==> src/rtl/fb_pkg.sv <==
// Shared framebuffer definitions: pixel width, write-scheduler state encoding,
// and default VGA 640x480 timing constants used by the engine and scan-out.
package fb_pkg;

  localparam int FB_PIX_W = 4;

  localparam int FB_H_VISIBLE = 640;
  localparam int FB_H_FRONT   = 16;
  localparam int FB_H_SYNC    = 96;
  localparam int FB_H_BACK    = 48;
  localparam int FB_V_VISIBLE = 480;
  localparam int FB_V_FRONT   = 10;
  localparam int FB_V_SYNC    = 2;
  localparam int FB_V_BACK    = 33;

  typedef enum logic [2:0] {
    FB_IDLE     = 3'd0,
    FB_ENTER    = 3'd1,
    FB_SELECT   = 3'd2,
    FB_PTR      = 3'd3,
    FB_ISSUE    = 3'd4,
    FB_WAIT_ACK = 3'd5,
    FB_EXIT     = 3'd6
  } fb_state_e;

  typedef struct packed {
    logic                sof;
    logic [FB_PIX_W-1:0] gray;
  } fb_pix_t;

endpackage

==> src/rtl/fb_pixel_fifo.sv <==
// Synchronous pixel FIFO with occupancy output. The head is read combinationally,
// so a pushed entry is visible one cycle after the push.
module fb_pixel_fifo #(
  parameter  int DEPTH = 16,
  parameter  int WIDTH = 5,
  localparam int AW    = $clog2(DEPTH)
) (
  input  logic             clk,
  input  logic             rst_n,
  input  logic             push,
  input  logic [WIDTH-1:0] push_data,
  input  logic             pop,
  output logic [WIDTH-1:0] head,
  output logic             empty,
  output logic             full,
  output logic [AW:0]      level
);

  logic [WIDTH-1:0] mem [DEPTH];
  logic [AW-1:0]    wr_ptr;
  logic [AW-1:0]    rd_ptr;
  logic [AW:0]      count;
  logic             do_push;
  logic             do_pop;

  assign empty   = (count == '0);
  assign full    = (count == (AW+1)'(DEPTH));
  assign level   = count;
  assign head    = mem[rd_ptr];
  assign do_push = push & ~full;
  assign do_pop  = pop & ~empty;

  always_ff @(posedge clk or negedge rst_n) begin
    if (!rst_n) begin
      wr_ptr <= '0;
      rd_ptr <= '0;
      count  <= '0;
    end else begin
      if (do_push) wr_ptr <= wr_ptr + 1'b1;
      if (do_pop)  rd_ptr <= rd_ptr + 1'b1;
      if (do_push && !do_pop)      count <= count + 1'b1;
      else if (do_pop && !do_push) count <= count - 1'b1;
    end
  end

  always_ff @(posedge clk) begin
    if (do_push) mem[wr_ptr] <= push_data;
  end

endmodule

==> src/rtl/fb_write_scheduler.sv <==
// Buffers engine pixels and writes them to the framebuffer only inside the
// v-blank window, so RAM writes never collide with VGA scan-out reads.
module fb_write_scheduler import fb_pkg::*; #(
  parameter  int FIFO_DEPTH    = 16,
  parameter  int WINDOW_CYCLES = 34000,
  parameter  int GUARD_CYCLES  = 64,
  parameter  int ACK_TIMEOUT   = 31,
  localparam int LVL_W         = $clog2(FIFO_DEPTH) + 1
) (
  input  logic                clk,
  input  logic                rst_n,
  input  logic                v_sync,
  input  logic                pix_valid,
  input  logic                pix_sof,
  input  logic [FB_PIX_W-1:0] pix_gray,
  output logic                pix_ready,
  output logic                write_mode,
  output logic                reset_write_ptr,
  output logic                write_data,
  output logic [FB_PIX_W-1:0] write_data_in,
  input  logic                wrote_data,
  output logic [LVL_W-1:0]    fifo_level,
  output logic                ack_error,
  output fb_state_e           dbg_state
);

  localparam int WIN_W = $clog2(WINDOW_CYCLES + 1);
  localparam int TMO_W = $clog2(2 * ACK_TIMEOUT + 1);
  localparam logic [WIN_W-1:0] WIN_LOAD   = WIN_W'(WINDOW_CYCLES);
  localparam logic [WIN_W-1:0] GUARD_V    = WIN_W'(GUARD_CYCLES);
  localparam logic [TMO_W-1:0] ENTER_LAST = TMO_W'(2 * ACK_TIMEOUT - 1);
  localparam logic [TMO_W-1:0] ACK_LAST   = TMO_W'(ACK_TIMEOUT - 1);
  localparam logic [TMO_W-1:0] EXIT_LAST  = TMO_W'(1);

  fb_state_e                state;
  fb_state_e                state_next;
  logic [TMO_W-1:0]         wait_ctr;
  logic [WIN_W-1:0]         win_ctr;
  logic                     win_open;
  logic                     vs_q;
  logic                     vs_rise;
  logic                     set_err;
  logic                     write_mode_q;
  logic [FB_PIX_W-1:0]      data_q;
  fb_pix_t                  head;
  logic                     fifo_empty;
  logic                     fifo_full;
  logic                     push;

  assign pix_ready = ~fifo_full;
  assign push      = pix_valid & pix_ready;

  fb_pixel_fifo #(
    .DEPTH (FIFO_DEPTH),
    .WIDTH ($bits(fb_pix_t))
  ) u_fifo (
    .clk       (clk),
    .rst_n     (rst_n),
    .push      (push),
    .push_data ({pix_sof, pix_gray}),
    .pop       (write_data),
    .head      (head),
    .empty     (fifo_empty),
    .full      (fifo_full),
    .level     (fifo_level)
  );

  // Window counter reloads on every v_sync rise, even mid-transfer.
  assign vs_rise  = v_sync & ~vs_q;
  assign win_open = (win_ctr > GUARD_V);

  always_ff @(posedge clk or negedge rst_n) begin
    if (!rst_n) begin
      vs_q    <= 1'b0;
      win_ctr <= '0;
    end else begin
      vs_q <= v_sync;
      if (vs_rise)              win_ctr <= WIN_LOAD;
      else if (win_ctr != '0)   win_ctr <= win_ctr - 1'b1;
    end
  end

  always_comb begin
    state_next = state;
    set_err    = 1'b0;
    case (state)
      FB_IDLE:     if (vs_rise && !fifo_empty) state_next = FB_ENTER;
      FB_ENTER: begin
        if (wrote_data) state_next = FB_SELECT;
        else if (wait_ctr == ENTER_LAST) begin
          state_next = FB_EXIT;
          set_err    = 1'b1;
        end
      end
      FB_SELECT: begin
        if (fifo_empty || !win_open) state_next = FB_EXIT;
        else if (head.sof)           state_next = FB_PTR;
        else                         state_next = FB_ISSUE;
      end
      FB_PTR:      state_next = FB_ISSUE;
      FB_ISSUE:    state_next = FB_WAIT_ACK;
      FB_WAIT_ACK: begin
        if (wrote_data) state_next = FB_SELECT;
        else if (wait_ctr == ACK_LAST) begin
          state_next = FB_EXIT;
          set_err    = 1'b1;
        end
      end
      FB_EXIT:     if (wait_ctr == EXIT_LAST) state_next = FB_IDLE;
      default:     state_next = FB_IDLE;
    endcase
  end

  // wait_ctr counts cycles spent in the current state.
  always_ff @(posedge clk or negedge rst_n) begin
    if (!rst_n) begin
      state        <= FB_IDLE;
      wait_ctr     <= '0;
      write_mode_q <= 1'b0;
      ack_error    <= 1'b0;
      data_q       <= '0;
    end else begin
      state <= state_next;
      if (state_next != state) wait_ctr <= '0;
      else if (wait_ctr != '1) wait_ctr <= wait_ctr + 1'b1;
      write_mode_q <= state_next inside {FB_ENTER, FB_SELECT, FB_PTR, FB_ISSUE, FB_WAIT_ACK};
      if (set_err) ack_error <= 1'b1;
      if (state == FB_ISSUE) data_q <= head.gray;
    end
  end

  assign write_mode      = write_mode_q;
  assign write_data      = (state == FB_ISSUE);
  assign reset_write_ptr = (state == FB_PTR);
  assign write_data_in   = write_data ? head.gray : data_q;
  assign dbg_state       = state;

endmodule

==> config.mk <==
export PLATFORM = sky130hd
export DESIGN_NAME = fb_write_scheduler
export DESIGN_NICKNAME = d
export VERILOG_FILES = /design/src/rtl/fb_pkg.sv /design/src/rtl/fb_pixel_fifo.sv /design/src/rtl/fb_write_scheduler.sv
export SDC_FILE = /design/constraint.sdc
export NUM_CORES = 1
export LEC_CHECK = 0
export BUFFER_PORTS_ARGS = -buffer_cell sky130_fd_sc_hd__buf_2
export CELL_PAD_IN_SITES_DETAIL_PLACEMENT = 0
export CELL_PAD_IN_SITES_GLOBAL_PLACEMENT = 1
export CORE_ASPECT_RATIO = 1.75
export CORE_MARGIN = 10
export CORE_UTILIZATION = 40
export DETAILED_ROUTE_END_ITERATION = 6
export HOLD_SLACK_MARGIN = 0.06
export PLACE_DENSITY = 0.74
export SYNTH_ARGS = -nofsm -noshare
export SYNTH_HDL_FRONTEND = slang
export SYNTH_SLANG_ARGS = --single-unit
==> constraint.sdc <==
create_clock -name clk -period 3.1 [get_ports clk]
set_input_delay 0 -clock clk [delete_from_list [all_inputs] [get_ports clk]]
set_output_delay 0 -clock clk [all_outputs]
set_load 0.05 [all_outputs]
==> metrics.yaml <==
start_util: 0.4103
drc: 0
dieArea_mm2: 0.01972
crit_type: "reg2out"
p_per_area_mw_per_mm2: 971.9
postCtsSetupBuffers: 0
first_pass_iters: 4
drt_iter0_drc: 172
grt_max_degree: 46
num_rows: 57
fin_cells: 627
finalSetupViolCount: 0
fin_crit_ns: 2.786
detail-route-antenna-nets: 0
hp-class: "in2reg"
max_slew_margin: 0.3041
crit_path_start_kind: "flop"
fin_nets: 462
numCtsBuffers: 17
grt_remaining_overflow: 0
status: "completed"
crit_arrival_ns: 2.79
crit_fanout: 20
netlist_instances: 397
p_switching_mw: 2.402
viasPerCell: 5.362
final_util: 0.4808
setup-tns-final_ns: 0
ir_drop_uv: 415.6
finalMaxSlewViolations: 0
hold_violations: 0
leakage_nw: 2.492
final_layout_size_suffix_gt1_frac: 0.2067
path_delay_family: "multiplexers"
diodes: 0
grt.total_usage: 0.1260
path_cells: "mux4_1 > mux4_2 > mux2_4 > buf_2"
syn_avg_cell_area_um2: 14.45
htreeDepth: 4
tightest_slew_ns: 1.044
p_seq_frac: 0.365
fin_crit_sh: 0.8988
post-place-cells: 588
fin_skew_ns: 0.007391
yosys.cell_types.count: 55
cp-end-kind: "primary output"
routed_wl_um: 11800
synth_nets: 422
clkTransAtPathRegs_ns: 0.06
synth-async-reset-ratio: 0.3600
wire_per_inst_um: 18.83
rsz0062_at_grt: "no"
hpwl_um: 8271
comb_power_share: 0.333
required_ns: 3.10
first_global_vias: 3621
ys_seq_elements: 125
portBuffers: 26
pwr-share-clk: 0.302
slowest_stage: "dfrtp_1"
max_stage_delay_ns: 0.90
ios: 27
p_sw_frac: 0.3677
maxCapViolCount: 0
p_int_mw: 4.130
ys.flop_type: "edfxtp_1"
fmax_mhz: 358.9
place_congestion: 0.7778
grt_pass1_wl_um: 19660
antenna_found_initial: 0
holdWs_ns: 0.1394
synth_warnings: 0
yosysSeqAreaShare: 0.6152
syn_area_mm2: 0.005736
area_growth_pct: 17.19
vias: 3362
clk_path_buf_depth: 2
fp.dieH_um: 178.4
cts_root_buf: "clkbuf_16"
critPathBufInv: 1
synth-edff-count: 80
cts_sinks: 125
clock_latency_ns: 0.41
fp.dieW_um: 110.5
core_mm2: 0.01398
cts_tree: "done"
layout by cell type, fill, tap and decap left out, types with 10 or more instances in the layout:
master,instances
nand2_1,20
edfxtp_1,80
dfrtp_1,45
xnor2_1,12
mux4_2,12
buf_2,26
o21ai_0,15
a21oi_1,11
ha_1,14
nand3_1,10
mux4_1,12
clkbuf_16,17
inv_1,10
nor2_1,31
power groups by stage:
stage / Sequential, mW / Clock [mW] / Combinational (mW)
after global routing: 2.42 / 2.08 / 2.38
after CTS: 2.37 / 2.01 / 2.21
after global placement: 2.38 / 0 / 2.15
after detailed placement: 2.40 / 0 / 2.18
final: 2.38 / 1.97 / 2.18
after floorplan: 2.44 / 0 / 1.62
stage by stage:
stage	setup slack (ns)	instance area (µm²)	total power, mW
6_report	0.3136	6721	6.533
5_1_grt	0.02885	6721	6.881
4_1_cts	0.1937	6713	6.584
3_5_place_dp	0.2148	6045	4.581
3_3_place_gp	0.3023	6045	4.533
2_1_floorplan	0.01215	5746	4.052
layer usage:
metal,global-route usage,vias to the layer above,wire (µm)
met5,0,-,0
met4,0.05828,0,297
met3,0.02455,25,369
met2,0.2384,68,6535
met1,0.1300,1675,4601
li1,-,1594,-
final cells by class:
class | instances | area, µm²
clock buffers | 17 | 425.4
clock inverters | 15 | 172.7
fillers | 1207 | 7257
inverters | 10 | 37.54
multi-input cells | 244 | 2091
flip-flops and latches | 125 | 3528
well taps | 177 | 221.5
repair buffers | 39 | 245.2
cell families after synthesis:
| family | Yosys count | synth area share |
|---|---|---|
| adders and majority gates | 15 | 0.03403 |
| DFF | 125 | 0.6152 |
| and+or+nand+nor | 123 | 0.1132 |
| muxes | 35 | 0.1254 |
| AOI/OAI and AO/OA | 50 | 0.05672 |
| buffers and inverters | 28 | 0.02334 |
| xor gates and xnor gates | 21 | 0.03207 |
worst register-to-register path, cell delays in order (launching register included):
cell	delay, ns
dfrtp_1	0.46
nor4_4	0.32
nand2b_1	0.15
and2_1	0.22
inv_1	0.10
ha_1	0.19
inv_1	0.11
fa_1	0.42
a21o_1	0.18
a21oi_1	0.18
xnor2_1	0.14
nor2_1	0.06
xor2_1	0.14
final timing paths:
kind	slack [ns]	startpoint	to	cells past startpoint
max in group asynchronous	2.14	rst_n	data_q[3]$_DFF_PN0_	2
min	0.14	pix_valid	u_fifo.wr_ptr[0]$_DFFE_PN0P_	3
max	0.31	u_fifo.rd_ptr[1]$_DFFE_PN0P_	write_data_in[1]	4
min reg2reg	0.46	ack_error$_DFFE_PN0P_	ack_error$_DFFE_PN0P_	1
min in group asynchronous	0.32	rst_n	win_ctr[2]$_DFFE_PN0P_	2
max reg2reg	0.32	u_fifo.level[1]$_DFFE_PN0P_	u_fifo.level[4]$_DFFE_PN0P_	12
synth_stat cells (all sizes together), types with 2 or more instances:
cell,n,area (µm²)
clkbuf,11,41.29
mux2,7,93.84
or3,2,12.51
o21ai,15,75.07
mux2i,4,40.04
or3b,2,17.52
nor2,31,116.4
nand3b,4,30.03
a21boi,2,15.01
nor4,10,68.81
a21oi,11,55.05
and2,4,25.02
nand3,10,50.05
and3,3,18.77
nand2,21,78.83
nor3b,3,27.52
nand4,4,25.02
ha,14,175.2
or2,3,18.77
edfxtp,80,2402
nor2b,4,25.02
mux4,24,585.6
nand2b,8,50.05
xor2,9,78.83
buf,7,55.05
a21o,3,22.52
xnor2,12,105.1
inv,10,37.54
or4,4,30.03
nor3,10,55.05
o211ai,5,37.54
dfrtp,45,1126
state kept, by name, indices dropped and copies added (netlist names):
name           count
u_fifo.mem        80
win_ctr           16
wait_ctr           6
u_fifo.level       5
data_q             4
u_fifo.rd_ptr      4
u_fifo.wr_ptr      4
dbg_state          3
ack_error          1
vs_q               1
write_mode         1
timing repair:
item	4_1_cts	5_1_grt
resized for setup	0	1
hold endpoints to repair	129	0
hold buffers	7	0
setup endpoints to repair	0	1
(Power assumes the default switching activity.)
